[config.mk]
export PLATFORM = sky130hd
export DESIGN_NAME = uart_tx_fifo_flat
export DESIGN_NICKNAME = d
export VERILOG_FILES = /design/src/rtl/uart_tx_fifo_if.sv /design/src/rtl/uart_tx_fifo.sv /design/src/flat_wrapper.sv
export SDC_FILE = /design/constraint.sdc
export NUM_CORES = 1
export LEC_CHECK = 0
export ABC_AREA = 1
export CORE_ASPECT_RATIO = 0.8
export CORE_UTILIZATION = 35
export DETAILED_ROUTE_END_ITERATION = 8
export PLACE_DENSITY = 0.48
export RECOVER_POWER = 25
export SLEW_MARGIN = 20
export SYNTH_ARGS = -nofsm -noshare
export SYNTH_HDL_FRONTEND = slang
export SYNTH_SLANG_ARGS = --single-unit
[constraint.sdc]
create_clock -name clk -period 2.9 [get_ports clk]
set_input_delay 0.29 -clock clk [delete_from_list [all_inputs] [get_ports clk]]
set_output_delay 0.29 -clock clk [all_outputs]
set_load 0.01 [all_outputs]
[src/rtl/uart_tx_fifo_if.sv]
// Byte-stream interface between the RAM-to-UART read controller and the
// buffered UART transmitter; width of fifo_level follows FIFO_DEPTH.
interface uart_tx_fifo_if #(
  parameter int FIFO_DEPTH = 16
);
  localparam int LVL_W = $clog2(FIFO_DEPTH) + 1;

  logic             start;
  logic [7:0]       data_in;
  logic             ready;
  logic             TX;
  logic             tx_busy;
  logic [LVL_W-1:0] fifo_level;
  logic             overflow;

  modport master (
    output start,
    output data_in,
    input  ready,
    input  TX,
    input  tx_busy,
    input  fifo_level,
    input  overflow
  );

  modport slave (
    input  start,
    input  data_in,
    output ready,
    output TX,
    output tx_busy,
    output fifo_level,
    output overflow
  );
endinterface

[src/rtl/uart_tx_fifo.sv]
// Buffered 8N1 UART transmitter: byte FIFO feeding an LSB-first serialiser.
// Define UART_TX_PARITY_EN to insert an even-parity bit (8E1, 11-bit frame).
module uart_tx_fifo #(
  parameter int CLKS_PER_BIT = 868,
  parameter int FIFO_DEPTH   = 16
) (
  input  logic          clk,
  input  logic          rst_n,
  uart_tx_fifo_if.slave bus
);
  localparam int PTR_W = $clog2(FIFO_DEPTH);
  localparam int LVL_W = $clog2(FIFO_DEPTH) + 1;
  localparam int CNT_W = $clog2(CLKS_PER_BIT);
  localparam logic [LVL_W-1:0] FULL_LVL = LVL_W'(FIFO_DEPTH);
  localparam logic [CNT_W-1:0] LAST_CNT = CNT_W'(CLKS_PER_BIT - 1);

  typedef enum logic [2:0] {
    S_IDLE   = 3'd0,
    S_START  = 3'd1,
    S_DATA   = 3'd2,
`ifdef UART_TX_PARITY_EN
    S_PARITY = 3'd3,
`endif
    S_STOP   = 3'd4
  } state_t;

  state_t           state_q, state_d;
  logic [PTR_W-1:0] wr_ptr_q, wr_ptr_d;
  logic [PTR_W-1:0] rd_ptr_q, rd_ptr_d;
  logic [LVL_W-1:0] level_q, level_d;
  logic             ovf_q, ovf_d;
  logic [CNT_W-1:0] bit_cnt_q, bit_cnt_d;
  logic [2:0]       bit_idx_q, bit_idx_d;
  logic [7:0]       shift_q, shift_d;
  logic             tx_q, tx_d;
  logic             busy_q, busy_d;
`ifdef UART_TX_PARITY_EN
  logic             parity_q, parity_d;
`endif

  logic [7:0]       fifo_mem [FIFO_DEPTH];
  logic [7:0]       head;
  logic             push;
  logic             pop;
  logic             fifo_empty;
  logic             fifo_full;
  logic             bit_done;

  assign fifo_empty = (level_q == '0);
  assign fifo_full  = (level_q == FULL_LVL);
  assign head       = fifo_mem[rd_ptr_q];
  assign bit_done   = (bit_cnt_q == LAST_CNT);

  // A full FIFO refuses the write even if a pop frees a slot this cycle.
  assign push = bus.start && !fifo_full;

  // Head is taken either from idle or on the last stop-bit cycle, so
  // back-to-back frames leave no idle gap on the line.
  assign pop = !fifo_empty &&
               ((state_q == S_IDLE) || ((state_q == S_STOP) && bit_done));

  // ---------------------------------------------------------------------
  // FIFO bookkeeping
  // ---------------------------------------------------------------------
  always_comb begin
    wr_ptr_d = wr_ptr_q;
    rd_ptr_d = rd_ptr_q;
    level_d  = level_q;
    ovf_d    = ovf_q;
    if (push) wr_ptr_d = wr_ptr_q + PTR_W'(1);
    if (pop)  rd_ptr_d = rd_ptr_q + PTR_W'(1);
    case ({push, pop})
      2'b10:   level_d = level_q + LVL_W'(1);
      2'b01:   level_d = level_q - LVL_W'(1);
      default: level_d = level_q;
    endcase
    if (bus.start && fifo_full) ovf_d = 1'b1;
  end

  always_ff @(posedge clk) begin
    if (push) fifo_mem[wr_ptr_q] <= bus.data_in;
  end

  // ---------------------------------------------------------------------
  // Frame FSM: state register
  // ---------------------------------------------------------------------
  always_ff @(posedge clk or negedge rst_n) begin
    if (!rst_n) begin
      state_q <= S_IDLE;
    end else begin
      state_q <= state_d;
    end
  end

  // ---------------------------------------------------------------------
  // Frame FSM: next-state logic
  // ---------------------------------------------------------------------
  always_comb begin
    state_d = state_q;
    case (state_q)
      S_IDLE: begin
        if (pop) state_d = S_START;
      end
      S_START: begin
        if (bit_done) state_d = S_DATA;
      end
      S_DATA: begin
        if (bit_done && (bit_idx_q == 3'd7)) begin
`ifdef UART_TX_PARITY_EN
          state_d = S_PARITY;
`else
          state_d = S_STOP;
`endif
        end
      end
`ifdef UART_TX_PARITY_EN
      S_PARITY: begin
        if (bit_done) state_d = S_STOP;
      end
`endif
      S_STOP: begin
        if (bit_done) state_d = pop ? S_START : S_IDLE;
      end
      default: state_d = S_IDLE;
    endcase
  end

  // ---------------------------------------------------------------------
  // Frame FSM: outputs and bit timing
  // ---------------------------------------------------------------------
  always_comb begin
    tx_d      = 1'b1;
    busy_d    = (state_q != S_IDLE) || !fifo_empty;
    bit_cnt_d = (state_q == S_IDLE || bit_done) ? '0 : bit_cnt_q + CNT_W'(1);
    bit_idx_d = bit_idx_q;
    shift_d   = shift_q;
`ifdef UART_TX_PARITY_EN
    parity_d  = parity_q;
`endif

    case (state_q)
      S_START:  tx_d = 1'b0;
      S_DATA:   tx_d = shift_q[0];
`ifdef UART_TX_PARITY_EN
      S_PARITY: tx_d = parity_q;
`endif
      default:  tx_d = 1'b1;
    endcase

    if (state_q == S_START) bit_idx_d = 3'd0;
    if (state_q == S_DATA && bit_done) begin
      bit_idx_d = bit_idx_q + 3'd1;
      shift_d   = {1'b0, shift_q[7:1]};
    end

    // Parity is captured at load time because the shifter consumes the byte.
    if (pop) begin
      shift_d  = head;
`ifdef UART_TX_PARITY_EN
      parity_d = ^head;
`endif
    end
  end

  // ---------------------------------------------------------------------
  // Control registers (TX and busy lag the FSM by one cycle together)
  // ---------------------------------------------------------------------
  always_ff @(posedge clk or negedge rst_n) begin
    if (!rst_n) begin
      wr_ptr_q  <= '0;
      rd_ptr_q  <= '0;
      level_q   <= '0;
      ovf_q     <= 1'b0;
      bit_cnt_q <= '0;
      bit_idx_q <= 3'd0;
      tx_q      <= 1'b1;
      busy_q    <= 1'b0;
    end else begin
      wr_ptr_q  <= wr_ptr_d;
      rd_ptr_q  <= rd_ptr_d;
      level_q   <= level_d;
      ovf_q     <= ovf_d;
      bit_cnt_q <= bit_cnt_d;
      bit_idx_q <= bit_idx_d;
      tx_q      <= tx_d;
      busy_q    <= busy_d;
    end
  end

  // ---------------------------------------------------------------------
  // Datapath registers
  // ---------------------------------------------------------------------
  always_ff @(posedge clk) begin
    shift_q  <= shift_d;
`ifdef UART_TX_PARITY_EN
    parity_q <= parity_d;
`endif
  end

  assign bus.ready      = !fifo_full;
  assign bus.TX         = tx_q;
  assign bus.tx_busy    = busy_q;
  assign bus.fifo_level = level_q;
  assign bus.overflow   = ovf_q;
endmodule

[src/flat_wrapper.sv]
// flat-port wrapper written by rule: the top's interface ports become plain ports
module uart_tx_fifo_flat 
#(
  parameter int CLKS_PER_BIT = 868,
  parameter int FIFO_DEPTH   = 16
)
  (clk, rst_n, bus_start, bus_data_in, bus_ready, bus_TX, bus_tx_busy, bus_fifo_level, bus_overflow);
  uart_tx_fifo_if #(.FIFO_DEPTH(FIFO_DEPTH)) bus_i ();
  input  logic clk;
  input  logic rst_n;
  input wire logic [$bits(bus_i.start)-1:0] bus_start;
  input wire logic [$bits(bus_i.data_in)-1:0] bus_data_in;
  output wire logic [$bits(bus_i.ready)-1:0] bus_ready;
  output wire logic [$bits(bus_i.TX)-1:0] bus_TX;
  output wire logic [$bits(bus_i.tx_busy)-1:0] bus_tx_busy;
  output wire logic [$bits(bus_i.fifo_level)-1:0] bus_fifo_level;
  output wire logic [$bits(bus_i.overflow)-1:0] bus_overflow;
  assign bus_i.start = bus_start;
  assign bus_i.data_in = bus_data_in;
  assign bus_ready = bus_i.ready;
  assign bus_TX = bus_i.TX;
  assign bus_tx_busy = bus_i.tx_busy;
  assign bus_fifo_level = bus_i.fifo_level;
  assign bus_overflow = bus_i.overflow;
  uart_tx_fifo #(.CLKS_PER_BIT(CLKS_PER_BIT), .FIFO_DEPTH(FIFO_DEPTH)) u_core (.clk(clk), .rst_n(rst_n), .bus(bus_i));
endmodule
==> flow_summary_export.csv, run 1 <==
group,metric,value,unit
clocking,cts_tree,"yes",
yosys,async_reset_ff_frac,0.190,
setup_path,criticalPathCategory,"reg2reg",
clocking,cts_max_level,4,
yosys,synth_cell_types,35,
timing,slew_headroom,-0.285,
yosys,syn_area_per_cell,9.89,µm²
run_status,run_status,"complete, but fails checks",
floorplan,ios,20,
power_and_ir_drop,netSwitchingPower,1.57,mW
clocking,path_clk_slew,70,ps
drt,ant_nets,0,
timing,slew_violations,33,
floorplan,die_x,167,µm
timing,worstMarginPinSlew,1930,ps
drt,wl_per_cell,16.4,µm
layout,layout.nets,830,
yosys,synth_top_area_cell,"edfxtp_1",
yosys,syn_area,0.00763,mm²
place,gp_congestion,0.777,
drt,drt-initial-drc-count,326,
global_routing,grt_pass1_vias,5097,
drt,drc,0,
clocking,cts.sinks,168,
drt,wl_met2,7930,µm
drt,wirelength_met1,9250,µm
clocking,hold_buffers,0,
setup_path,required,3270,ps
yosys,synth_seq_cells,168,
yosys,synthFlopType,"edfxtp_1",
power_and_ir_drop,p_leak,3.81,nW
clocking,cts_made_buffers,17,
clocking,clockBufferDepth,2,
job,cap_violations,1,
global_routing,grt_pass1_wl,28300,µm
yosys,synth-warning-count,0,
power_and_ir_drop,power_density,695,mW/mm²
setup_path,arrival,2870,ps
layout,nFillCells,2028,
power_and_ir_drop,vdd_ir_drop_max,0.397,mV
yosys,netlist_top_cells_area,"edfxtp_1, nand2_1, dfrtp_1",
yosys,synth_edf_count,136,
timing,finClkSkew,10.5,ps
run_status,violations,"max-capacitance violations, max-slew violations",
global_routing,grt-ovfl-total,0,
floorplan,fp.dieH,134,µm
global_routing,grt_usage,0.169,
timing,fmax,399,MHz
clocking,cts_resized,0,
drt,dr_wl_met3,498,µm
yosys,synthCells,772,
drt,vias_per_cell,4.72,
timing,setup_tns,0,ps
setup_path,critPathLaunchType,"flip-flop",
yosys,yosysTopAreaCellShare,0.535,
yosys,synth_most_common_cell,"nand2_1",
floorplan,core_area,0.0211,mm²
power_and_ir_drop,internal-power,4.56,mW
drt,first_pass_iters,5,
global_routing,grt_max_degree,48,
worst_hold_path,hold_path.class,"in2reg",
yosys,ys_seq_area_frac,0.640,
timing,finalSetupViolations,0,
timing,period_minus_slack,2510,ps
global_routing,antenna_found_initial,0,
power_and_ir_drop,pwr-share-comb,0.124,
power_and_ir_drop,p_clk_frac,0.394,
place,port_buffers,19,
setup_path,rrSetupSlack,390,ps
clocking,insertion_delay,430,ps
setup_path,end_kind,"flip-flop",
setup_path,cp_max_fo,10,
layout,layout-drive-gt1-share,0.0866,
timing,hold_violations,0,
floorplan,initial_core_util,0.363,
timing,period_share,0.864,
drt,top_layer,"met4",
place,hpwl,11500,µm
layout,design_area,0.00884,mm²
clocking,post_cts_buffers,0,
clocking,root_buffer,"clkbuf_16",
layout,syn_to_final_growth,15.8,%
floorplan,rows,47,
timing,rsz0062_at_grt,"no",
yosys,syn_nets,795,
power_and_ir_drop,p_sw_frac,0.257,
drt,vias,5142,
yosys,synth_common_cells,"nand2_1, edfxtp_1, inv_1",
floorplan,floorplan.die_area,0.0224,mm²
power_and_ir_drop,pwr-share-seq,0.482,
place,post_dp_cell_area,0.00821,mm²
drt,routed_wl,17900,µm
[layout make-up]
type / count / area [µm²] / share of cell area
inverter: 126 / 473 / 0.0535
timing repair buffer: 43 / 379 / 0.0429
sequential: 168 / 4890 / 0.553
antenna: 1 / 2.50 / 0.000283
clock inverter: 15 / 200 / 0.0227
clock buffer: 17 / 425 / 0.0481
multi-input combinational: 451 / 2130 / 0.242
tap: 269 / 337 / 0.0381
[critical path, stage by stage (launching register included)]
cell and delay [ps]:
dfrtp_1 400, ha_1 230, nand2_2 80, nor2_4 120, nand3_4 100, nand2_4 140
nand3_4 80, inv_2 70, ha_1 260, xor2_1 230, ha_1 180, inv_1 40
nand2_1 90, nand3_1 90, nand2_1 80, xor2_1 150, nand2_1 60, nand2_1 50
[flip-flops by register name, summed over array words and instances (netlist names)]
register	cells
u_core.bus.fifo_level	5
u_core.state_q	3
u_core.bus.overflow	1
u_core.fifo_mem	128
u_core.bit_idx_q	3
u_core.wr_ptr_q	4
u_core.rd_ptr_q	4
u_core.bus.tx_busy	1
u_core.shift_q	8
u_core.bus.TX	1
u_core.bit_cnt_q	10
[final timing paths]
path / from / end / cells past startpoint
setup / recovery: u_core.bit_cnt_q[0]$_DFF_PN0_ / u_core.bus.fifo_level[4]$_DFFE_PN0P_ / 17
hold / removal: bus_start / u_core.bus.overflow$_DFFE_PN0P_ / 3
setup reg to reg: u_core.bit_cnt_q[0]$_DFF_PN0_ / u_core.bus.fifo_level[4]$_DFFE_PN0P_ / 17
hold reg to reg: u_core.shift_q[0]$_DFFE_PP_ / u_core.bus.TX$_DFF_PN1_ / 2
max in group asynchronous: rst_n / u_core.rd_ptr_q[0]$_DFFE_PN0N_ / 2
min in group asynchronous: rst_n / u_core.bus.tx_busy$_DFF_PN0_ / 2
[power by group through the flow]
stage,combinational (mW),sequential (mW),clock [mW]
global route,0.851,2.98,2.56
CTS,0.770,2.96,2.46
global placement,0.745,3.00,0
floorplan,0.410,3.00,0
detailed placement,0.755,3.01,0
finish,0.762,2.96,2.42
[layout by cell type, fill, tap and decap left out, drive strengths merged, types with 11 or more instances in the layout]
cell	instances
nor2	31
edfxtp	136
clkbuf	18
clkdlybuf4s50	14
nor3	21
nand2	240
nand3	105
ha	12
buf	23
o21ai	11
inv	128
dfrtp	31
[cells by family (layout without fill, tap and decap cells)]
kind of cell	after synthesis	count (layout)	share of synthesized area
AOI/OAI and AO/OA	22	22	0.0166
xor gates and xnor gates	13	13	0.0149
adders and majority gates	12	12	0.0197
buffers and inverters	153	201	0.0802
DFF	168	168	0.640
other	0	1	0
and+or+nand+nor	404	404	0.229
[through the flow]
| stage | total power, mW | hold WS (ps) | cells | worst slack, ps | utilization |
|---|---|---|---|---|---|
| global route | 6.39 | 472 | 1089 | 136 | 0.420 |
| finish | 6.14 | 450 | 1090 | 394 | 0.420 |
| floorplan | 3.41 | -5.59 | 772 | 503 | - |
| CTS | 6.18 | 302 | 1089 | 364 | 0.420 |
| global placement | 3.74 | 460 | 1057 | 462 | 0.390 |
| detailed placement | 3.76 | 459 | 1057 | 394 | 0.390 |
[per-layer routing]
metal / GRT usage / vias up
met5: 0 / -
met4: 0.0484 / 0
met3: 0.0316 / 16
met2: 0.262 / 74
met1: 0.243 / 2488
li1: - / 2564
No activity file was read; power rests on OpenSTA's default activity.
==> inputs of run 2 (changes only) <==
--- a/config.mk
+++ b/config.mk
@@ -11,6 +11,7 @@
 export DETAILED_ROUTE_END_ITERATION = 8
 export PLACE_DENSITY = 0.48
 export RECOVER_POWER = 25
+export SETUP_SLACK_MARGIN = 0.1
 export SLEW_MARGIN = 20
 export SYNTH_ARGS = -nofsm -noshare
 export SYNTH_HDL_FRONTEND = slang
==> results of run 2 <==
Final layout, timing and power as in run 1 (identical DEF).
